### src/rtl/uart_cmd_bridge.sv
`default_nettype none
// ============================================================================
// Module   : uart_cmd_bridge
// Purpose  : Turns UART command frames (57 addr data / 52 addr) into 8-bit
//            register accesses and answers each one with a single byte.
// Revision : 1.0
// ============================================================================
module uart_cmd_bridge #(
    parameter int unsigned P_TIMEOUT_CYCLES = 100_000,
    parameter logic [7:0]  P_ACK_BYTE       = 8'h06,
    parameter logic [7:0]  P_NAK_BYTE       = 8'h15
) (
    input  logic       i_sys_clk,
    input  logic       i_sys_rst_n,
    input  logic [7:0] i_rx_data,
    input  logic       i_rx_valid,
    input  logic       i_rx_parity_err,
    input  logic       i_rx_framing_err,
    output logic       o_rx_read_en,
    output logic [7:0] o_tx_data,
    output logic       o_tx_write_en,
    input  logic       i_tx_full,
    output logic [7:0] o_reg_addr,
    output logic [7:0] o_reg_wdata,
    output logic       o_reg_wr,
    output logic       o_reg_rd,
    input  logic [7:0] i_reg_rdata,
    input  logic       i_reg_ready,
    output logic       o_busy
);

    localparam int unsigned        c_cnt_w    = (P_TIMEOUT_CYCLES > 1) ? $clog2(P_TIMEOUT_CYCLES) : 1;
    localparam logic [c_cnt_w-1:0] c_to_last  = c_cnt_w'(P_TIMEOUT_CYCLES - 1);
    localparam logic [c_cnt_w-1:0] c_cnt_one  = c_cnt_w'(1);
    localparam logic [7:0]         c_op_write = 8'h57;
    localparam logic [7:0]         c_op_read  = 8'h52;

    localparam logic [2:0] c_idle     = 3'd0;
    localparam logic [2:0] c_get_addr = 3'd1;
    localparam logic [2:0] c_get_data = 3'd2;
    localparam logic [2:0] c_bus_wr   = 3'd3;
    localparam logic [2:0] c_bus_rd   = 3'd4;
    localparam logic [2:0] c_send     = 3'd5;

    logic [2:0]         r_state,   w_state_nxt;
    logic [c_cnt_w-1:0] r_to_cnt,  w_to_cnt_nxt;
    logic               r_is_wr,   w_is_wr_nxt;
    logic [7:0]         r_tx_data, w_tx_data_nxt;
    logic [7:0]         r_addr,    w_addr_nxt;
    logic [7:0]         r_wdata,   w_wdata_nxt;
    logic               r_tx_we,   w_tx_we_nxt;
    logic               r_rx_gap;
    logic               w_rx_window;
    logic               w_rx_take;
    logic               w_rx_err;
    logic               w_to_expired;
    logic [c_cnt_w-1:0] w_to_cnt_run;

    // r_rx_gap resets high so nothing is popped in the cycle reset is released,
    // and afterwards it enforces an idle cycle after every pop.
    assign w_rx_window  = (r_state == c_idle) || (r_state == c_get_addr) || (r_state == c_get_data);
    assign w_rx_take    = w_rx_window && i_rx_valid && !r_rx_gap;
    assign w_rx_err     = i_rx_parity_err || i_rx_framing_err;
    assign w_to_expired = !i_rx_valid && (r_to_cnt == c_to_last);
    assign w_to_cnt_run = w_rx_take ? '0 : (!i_rx_valid ? r_to_cnt + c_cnt_one : r_to_cnt);

    always_comb begin
        w_state_nxt   = r_state;
        w_to_cnt_nxt  = '0;
        w_is_wr_nxt   = r_is_wr;
        w_tx_data_nxt = r_tx_data;
        w_addr_nxt    = r_addr;
        w_wdata_nxt   = r_wdata;
        w_tx_we_nxt   = 1'b0;
        case (r_state)
            c_idle: begin
                if (w_rx_take) begin
                    if (!w_rx_err && (i_rx_data == c_op_write)) begin
                        w_state_nxt = c_get_addr;
                        w_is_wr_nxt = 1'b1;
                    end else if (!w_rx_err && (i_rx_data == c_op_read)) begin
                        w_state_nxt = c_get_addr;
                        w_is_wr_nxt = 1'b0;
                    end else begin
                        w_state_nxt   = c_send;
                        w_tx_data_nxt = P_NAK_BYTE;
                    end
                end
            end
            c_get_addr, c_get_data: begin
                w_to_cnt_nxt = w_to_cnt_run;
                if (w_rx_take) begin
                    if (w_rx_err) begin
                        w_state_nxt   = c_send;
                        w_tx_data_nxt = P_NAK_BYTE;
                    end else if (r_state == c_get_addr) begin
                        w_addr_nxt  = i_rx_data;
                        w_state_nxt = r_is_wr ? c_get_data : c_bus_rd;
                    end else begin
                        w_wdata_nxt = i_rx_data;
                        w_state_nxt = c_bus_wr;
                    end
                end else if (w_to_expired) begin
                    // Abandoned frame: drop silently, no response.
                    w_state_nxt  = c_idle;
                    w_to_cnt_nxt = '0;
                end
            end
            c_bus_wr: begin
                if (i_reg_ready) begin
                    w_state_nxt   = c_send;
                    w_tx_data_nxt = P_ACK_BYTE;
                end
            end
            c_bus_rd: begin
                if (i_reg_ready) begin
                    w_state_nxt   = c_send;
                    w_tx_data_nxt = i_reg_rdata;
                end
            end
            c_send: begin
                if (!i_tx_full) begin
                    w_tx_we_nxt = 1'b1;
                    w_state_nxt = c_idle;
                end
            end
            default: w_state_nxt = c_idle;
        endcase
    end

    always_ff @(posedge i_sys_clk or negedge i_sys_rst_n) begin
        if (!i_sys_rst_n) begin
            r_state   <= c_idle;
            r_to_cnt  <= '0;
            r_is_wr   <= 1'b0;
            r_tx_data <= 8'h00;
            r_addr    <= 8'h00;
            r_wdata   <= 8'h00;
            r_tx_we   <= 1'b0;
            r_rx_gap  <= 1'b1;
        end else begin
            r_state   <= w_state_nxt;
            r_to_cnt  <= w_to_cnt_nxt;
            r_is_wr   <= w_is_wr_nxt;
            r_tx_data <= w_tx_data_nxt;
            r_addr    <= w_addr_nxt;
            r_wdata   <= w_wdata_nxt;
            r_tx_we   <= w_tx_we_nxt;
            r_rx_gap  <= w_rx_take;
        end
    end

    assign o_rx_read_en  = w_rx_take;
    assign o_tx_data     = r_tx_data;
    assign o_tx_write_en = r_tx_we;
    assign o_reg_addr    = r_addr;
    assign o_reg_wdata   = r_wdata;
    assign o_reg_wr      = (r_state == c_bus_wr);
    assign o_reg_rd      = (r_state == c_bus_rd);
    assign o_busy        = (r_state != c_idle);

endmodule
`default_nettype wire

### config.mk
export PLATFORM = sky130hd
export DESIGN_NAME = uart_cmd_bridge
export DESIGN_NICKNAME = d
export VERILOG_FILES = /design/src/rtl/uart_cmd_bridge.sv
export SDC_FILE = /design/constraint.sdc
export NUM_CORES = 1
export LEC_CHECK = 0
export CORE_MARGIN = 1
export CORE_UTILIZATION = 45
export CTS_CLUSTER_SIZE = 12
export DETAILED_ROUTE_END_ITERATION = 7
export PLACE_DENSITY = 0.72
export SKIP_CTS_REPAIR_TIMING = 1
export SYNTH_ARGS = -nofsm -noshare
export SYNTH_HDL_FRONTEND = slang
export SYNTH_SLANG_ARGS = --single-unit
### constraint.sdc
create_clock -name i_sys_clk -period 2.69 [get_ports i_sys_clk]
set_clock_uncertainty 0.05 [all_clocks]
set_input_delay 0.538 -clock i_sys_clk [delete_from_list [all_inputs] [get_ports i_sys_clk]]
set_output_delay 0.538 -clock i_sys_clk [all_outputs]
set_load 0.005 [all_outputs]
# Yosys cells after proc, flatten, opt, wreduce, memory -nomap -nowiden

Cells that the tools add are included.

Add/sub/neg operators: 1
Equality and inequality tests: 18
Mux-type cells: 28
Bitwise logic cells: 2
Reductions and logical operators: 22

Operator list:

| operator                                               | count |
|---|---|
| two-way mux 17 bit                                     | 5 |
| two-way mux 8 bit                                      | 7 |
| one-hot mux 8 bit (4 select lines)                     | 1 |
| two-way mux 3 bit                                      | 10 |
| adder 17 x 1 -> 17 bit (second input constant)         | 1 |
| == test 17 bit (second input constant)                 | 1 |
| == test 8 x 7 -> 1 bit (second input constant)         | 2 |
| inequality test 2 bit (second input constant)          | 6 |
| one-hot mux 3 bit (4 select lines)                     | 1 |
| AND reduction 4 bit                                    | 3 |
| AND reduction 8 bit                                    | 1 |
| == test 3 x 2 -> 1 bit (second input constant)         | 2 |
| == test 3 bit (second input constant)                  | 2 |
| inequality test 2 x 1 -> 1 bit (second input constant) | 3 |
| logical AND 1 bit                                      | 5 |
| two-way mux 1 bit                                      | 4 |
| nonzero test 4 bit                                     | 1 |
| OR reduction 2 bit                                     | 2 |
| == test 3 x 1 -> 1 bit (second input constant)         | 1 |
| zero test 1 bit                                        | 3 |
| zero test 3 bit                                        | 1 |
| logical OR 1 bit                                       | 3 |
| inequality test 3 bit (second input constant)          | 1 |
| AND reduction 3 bit                                    | 1 |
| other kinds (3)                                        | 4 |

Register bits: 47
Input bits: 23
Logic and storage cells: 79

# Longest topological paths before layout

Depth after elaboration: 9
Mapped depth: 7
Depth with buffers taken out: 6

# Worst setup path after synthesis

Ideal clock, no wire load.

Path type: input to register
Start point: input port i_rx_data[3]
End point: register r_tx_data[0], in the netlist o_tx_data[0]
Library setup time: 0.125 ns
Arrival time: 1.832 ns
Required time: 2.515 ns
Slack: 0.684 ns
Cell stages on the path: 4
Buffers on the path: 0
Path through: nor4b_1 -> nand4_1 -> o31ai_4 -> mux2_2

Word-level cells in the longest chain between the ends: 4
Elaborated cells between the ends (all ways): 7
Those cells by class: eq/ne: 4; reduce/logical: 3

Ends and longest elaborated chain:

| element                                   | RTL line | RTL |
|---|---|---|
| start, declared                           | 15       | `input logic [7:0] i_rx_data,` |
| == test 8 x 7 -> 1 bit (on tied branches) | 81, 78   |  |
| logical AND 1 bit (on tied branches)      | 81, 78   |  |
| inequality test 2 bit (no line)           | -        |  |
| AND reduction 8 bit (no line) *           | -        |  |
| end signal, assigned                      | 145      | `r_tx_data <= w_tx_data_nxt;` |
| end, declared                             | 48       | `logic [7:0] r_tx_data, w_tx_data_nxt;` |

Mark *: on every way between the ends. The rest lies on a longest branch, timed or not.
A chain may end at the register's enable or synchronous reset.

# Worst setup path after layout

Start point: input port i_rx_valid
End point: output port o_rx_read_en

Word-level cells in the longest chain between the ends: 2

Ends and longest elaborated chain:

| element                        | RTL line | RTL |
|---|---|---|
| start, declared                | 16       | `input logic i_rx_valid,` |
| logical AND 1 bit (2 in a row) | 62       | `assign w_rx_take = w_rx_window && i_rx_valid && !r_rx_gap;` |
| end, declared                  | 19       | `output logic o_rx_read_en,` |

Every way passes these cells.

==> results.py <==
metrics = {
    "run_status": {
        "status": "completed",
    },
    "timing": {
        "fmaxAchievable_ghz": 0.421,
        "final_max_slew_viol_count": 0,
        "fin_crit_ns": 2.38,
        "period_share_pct": 88.4,
        "hold_ws_ns": 0.162,
        "setup_tns_ns": 0,
        "finalSetupViolations": 0,
        "rsz0062_at_grt": "false",
        "finalWorstSetupSlack_ns": 0.313,
        "slew-limit-headroom_pct": 62.5,
        "worst_pin_slew_ns": 0.562,
        "hold_violations": 0,
    },
    "global_route": {
        "grt_overflow_total": 0,
        "grt_max_degree": 27,
        "antenna_found_initial": 0,
        "first_global_vias": 1645,
        "grtUsageTotal_pct": 19.2,
        "grt_first_pass_wirelength_um": 7890,
    },
    "cts": {
        "clkLatencyLatePin_ns": 0.30,
        "cts_tree": "built",
        "cts_root_buf": "clkbuf_8",
        "clockBufferDepth": 2,
        "path_clk_slew_ns": 0.08,
        "htree_num_levels": 2,
        "cts_made_buffers": 5,
        "clock-sinks": 47,
    },
    "setup_path": {
        "critical_path.endpoint_type": "primary output",
        "worstPathRequired_ns": 2.10,
        "path_max_fanout": 2,
        "startpoint_type": "primary input",
        "crit_type": "in -> out",
        "cp_data_arrival_time_ns": 1.79,
    },
    "synth": {
        "yosys.cell_types.count": 52,
        "synth.area.top_cells": "dfrtp_1, mux2_2, nor2_1",
        "synthTopCellsByCount": "dfrtp_1, nor2_1, mux2_2, inv_1, nand2_1",
        "async_flop_share_pct": 100,
        "synth-main-ff-cell": "dfrtp_1",
        "synth_edf_count": 0,
        "yosysTopAreaCellShare_pct": 48.8,
        "synth_area_mm2": 0.00236,
        "ys_seq_area_share_pct": 49.9,
        "avgSynthCellArea_um2": 11.2,
        "yosys_warnings": 0,
        "synth_seq_cells": 47,
        "postSynthCellCount": 210,
        "yosysMostFrequentCell": "dfrtp_1",
        "synth_top_area_cell": "dfrtp_1",
        "synth.net_count": 234,
    },
    "routing": {
        "drtAntennaViolNets": 0,
        "detail_route.iter0.violations": 47,
        "viasPerCell": 5.12,
        "num_vias": 1742,
        "drt_wl_total_um": 4770,
        "dr.pass1.iters": 4,
        "drc_errors": 0,
        "avgRoutedWirePerCell_um": 14.0,
    },
    "floorplan": {
        "floorplan.core_area_mm2": 0.00488,
        "ios": 52,
        "start_util_pct": 48.4,
        "fp.dieH_um": 74.4,
        "die_area_mm2": 0.00554,
        "die_w_um": 74.4,
        "std_cell_rows": 25,
    },
    "pwr": {
        "power.density_mw_per_mm2": 719,
        "power_frac_seq_pct": 41.2,
        "comb_power_share_pct": 39.9,
        "power.switching_uw": 673,
        "power.leakage_uw": 0.00131,
        "intPower_uw": 1540,
        "peakVddDrop_mv": 0.478,
        "p_sw_share_pct": 30.4,
        "pwr-share-clk_pct": 18.9,
    },
    "placement": {
        "dp_hpwl_um": 3450,
        "gp_congestion": 0.815,
        "dp_slack_ns": -0.115,
        "dpl_cell_area_mm2": 0.00299,
        "port_buffers": 51,
    },
    "min_path": {
        "hp-class": "in -> async",
    },
    "layout": {
        "final_util_pct": 63.1,
        "stdcell_area_mm2": 0.00308,
        "syn_to_final_growth_pct": 30.5,
        "layout.nets": 296,
        "diodes": 0,
        "drive_above_1_share_pct": 20.5,
    },
    "run": {
        "maxCapViolations": 0,
    },
}
[flip-flops by register name, summed over array words and instances, names as in the netlist]
register / count
r_state: 3
r_to_cnt: 17
o_tx_write_en: 1
o_reg_wdata: 8
o_tx_data: 8
o_reg_addr: 8
r_rx_gap: 1
r_is_wr: 1
[kinds of logic after synthesis]
group	share of synthesized area, %
simple gates	18.0
xor+xnor	5.94
mux	13.0
flops	49.9
compound gates	7.64
fa+ha+maj	0.954
buf+inv	4.56
[cells in the final DEF, fill, tap and decap left out, types with 5 or more instances in the layout]
cell type / netlist / final
a21oi_1: 7 / 6
buf_4: 2 / 14
clkbuf_8: 0 / 5
clkdlybuf4s50_1: 0 / 49
dfrtp_1: 46 / 46
inv_1: 12 / 12
mux2_2: 21 / 21
mux2i_1: 7 / 7
nand2_1: 11 / 11
nor2_1: 24 / 24
o21ai_0: 5 / 5
xnor2_1: 8 / 8
xor2_1: 8 / 8
[routing by layer]
metal  global-route usage (%)  routed length, um  up-vias
met4                     8.18                 82        0
li1                         -                  -      854
met1                     25.3               2160      828
met3                     6.37                352        8
met5                        0                  0        -
met2                     28.9               2180       52
[final timing paths]
| check | from | endpoint | slack (ns) | cells past startpoint |
|---|---|---|---|---|
| setup / recovery | i_rx_valid | o_rx_read_en | 0.31 | 4 |
| hold / removal | i_sys_rst_n | r_to_cnt[15]$_DFF_PN0_ | 0.16 | 1 |
| setup reg to reg | r_state[2]$_DFFE_PN0P_ | o_reg_wdata[3]$_DFFE_PN0P_ | 0.79 | 5 |
| hold reg to reg | o_tx_data[0]$_DFFE_PN0P_ | o_tx_data[0]$_DFFE_PN0P_ | 0.46 | 1 |
| max in group asynchronous | i_sys_rst_n | r_rx_gap$_DFF_PN1_ | 1.74 | 2 |
| min in group i_sys_clk | o_tx_data[0]$_DFFE_PN0P_ | o_tx_data[0]$_DFFE_PN0P_ | 0.46 | 1 |
[power groups by stage]
stage	combinational, uW	clock [uW]	sequential (uW)
floorplan	507	0	914
global placement	881	0	924
detailed placement	886	0	925
CTS	894	437	913
global route	967	457	930
finish	884	419	911
[critical path: stages]
cell and delay (ns):
clkdlybuf4s50_1 0.49, or3b_2 0.47, a21oi_2 0.14, dlymetal6s2s_1 0.15
[through the flow]
stage | instances | total power (uW)
floorplan | 210 | 1420
finish | 340 | 2210
CTS | 340 | 2240
detailed placement | 332 | 1810
global placement | 332 | 1810
global route | 340 | 2350
[layout make-up]
type	count	area, um2
clock inverters	1	5.00
well taps	67	83.8
multi-input cells	141	1080
repair buffers	65	613
flip-flops and latches	47	1180
fillers	418	1800
clock buffers	7	76.3
inverters	12	45.0
Power figures use the tool's default switching activity.
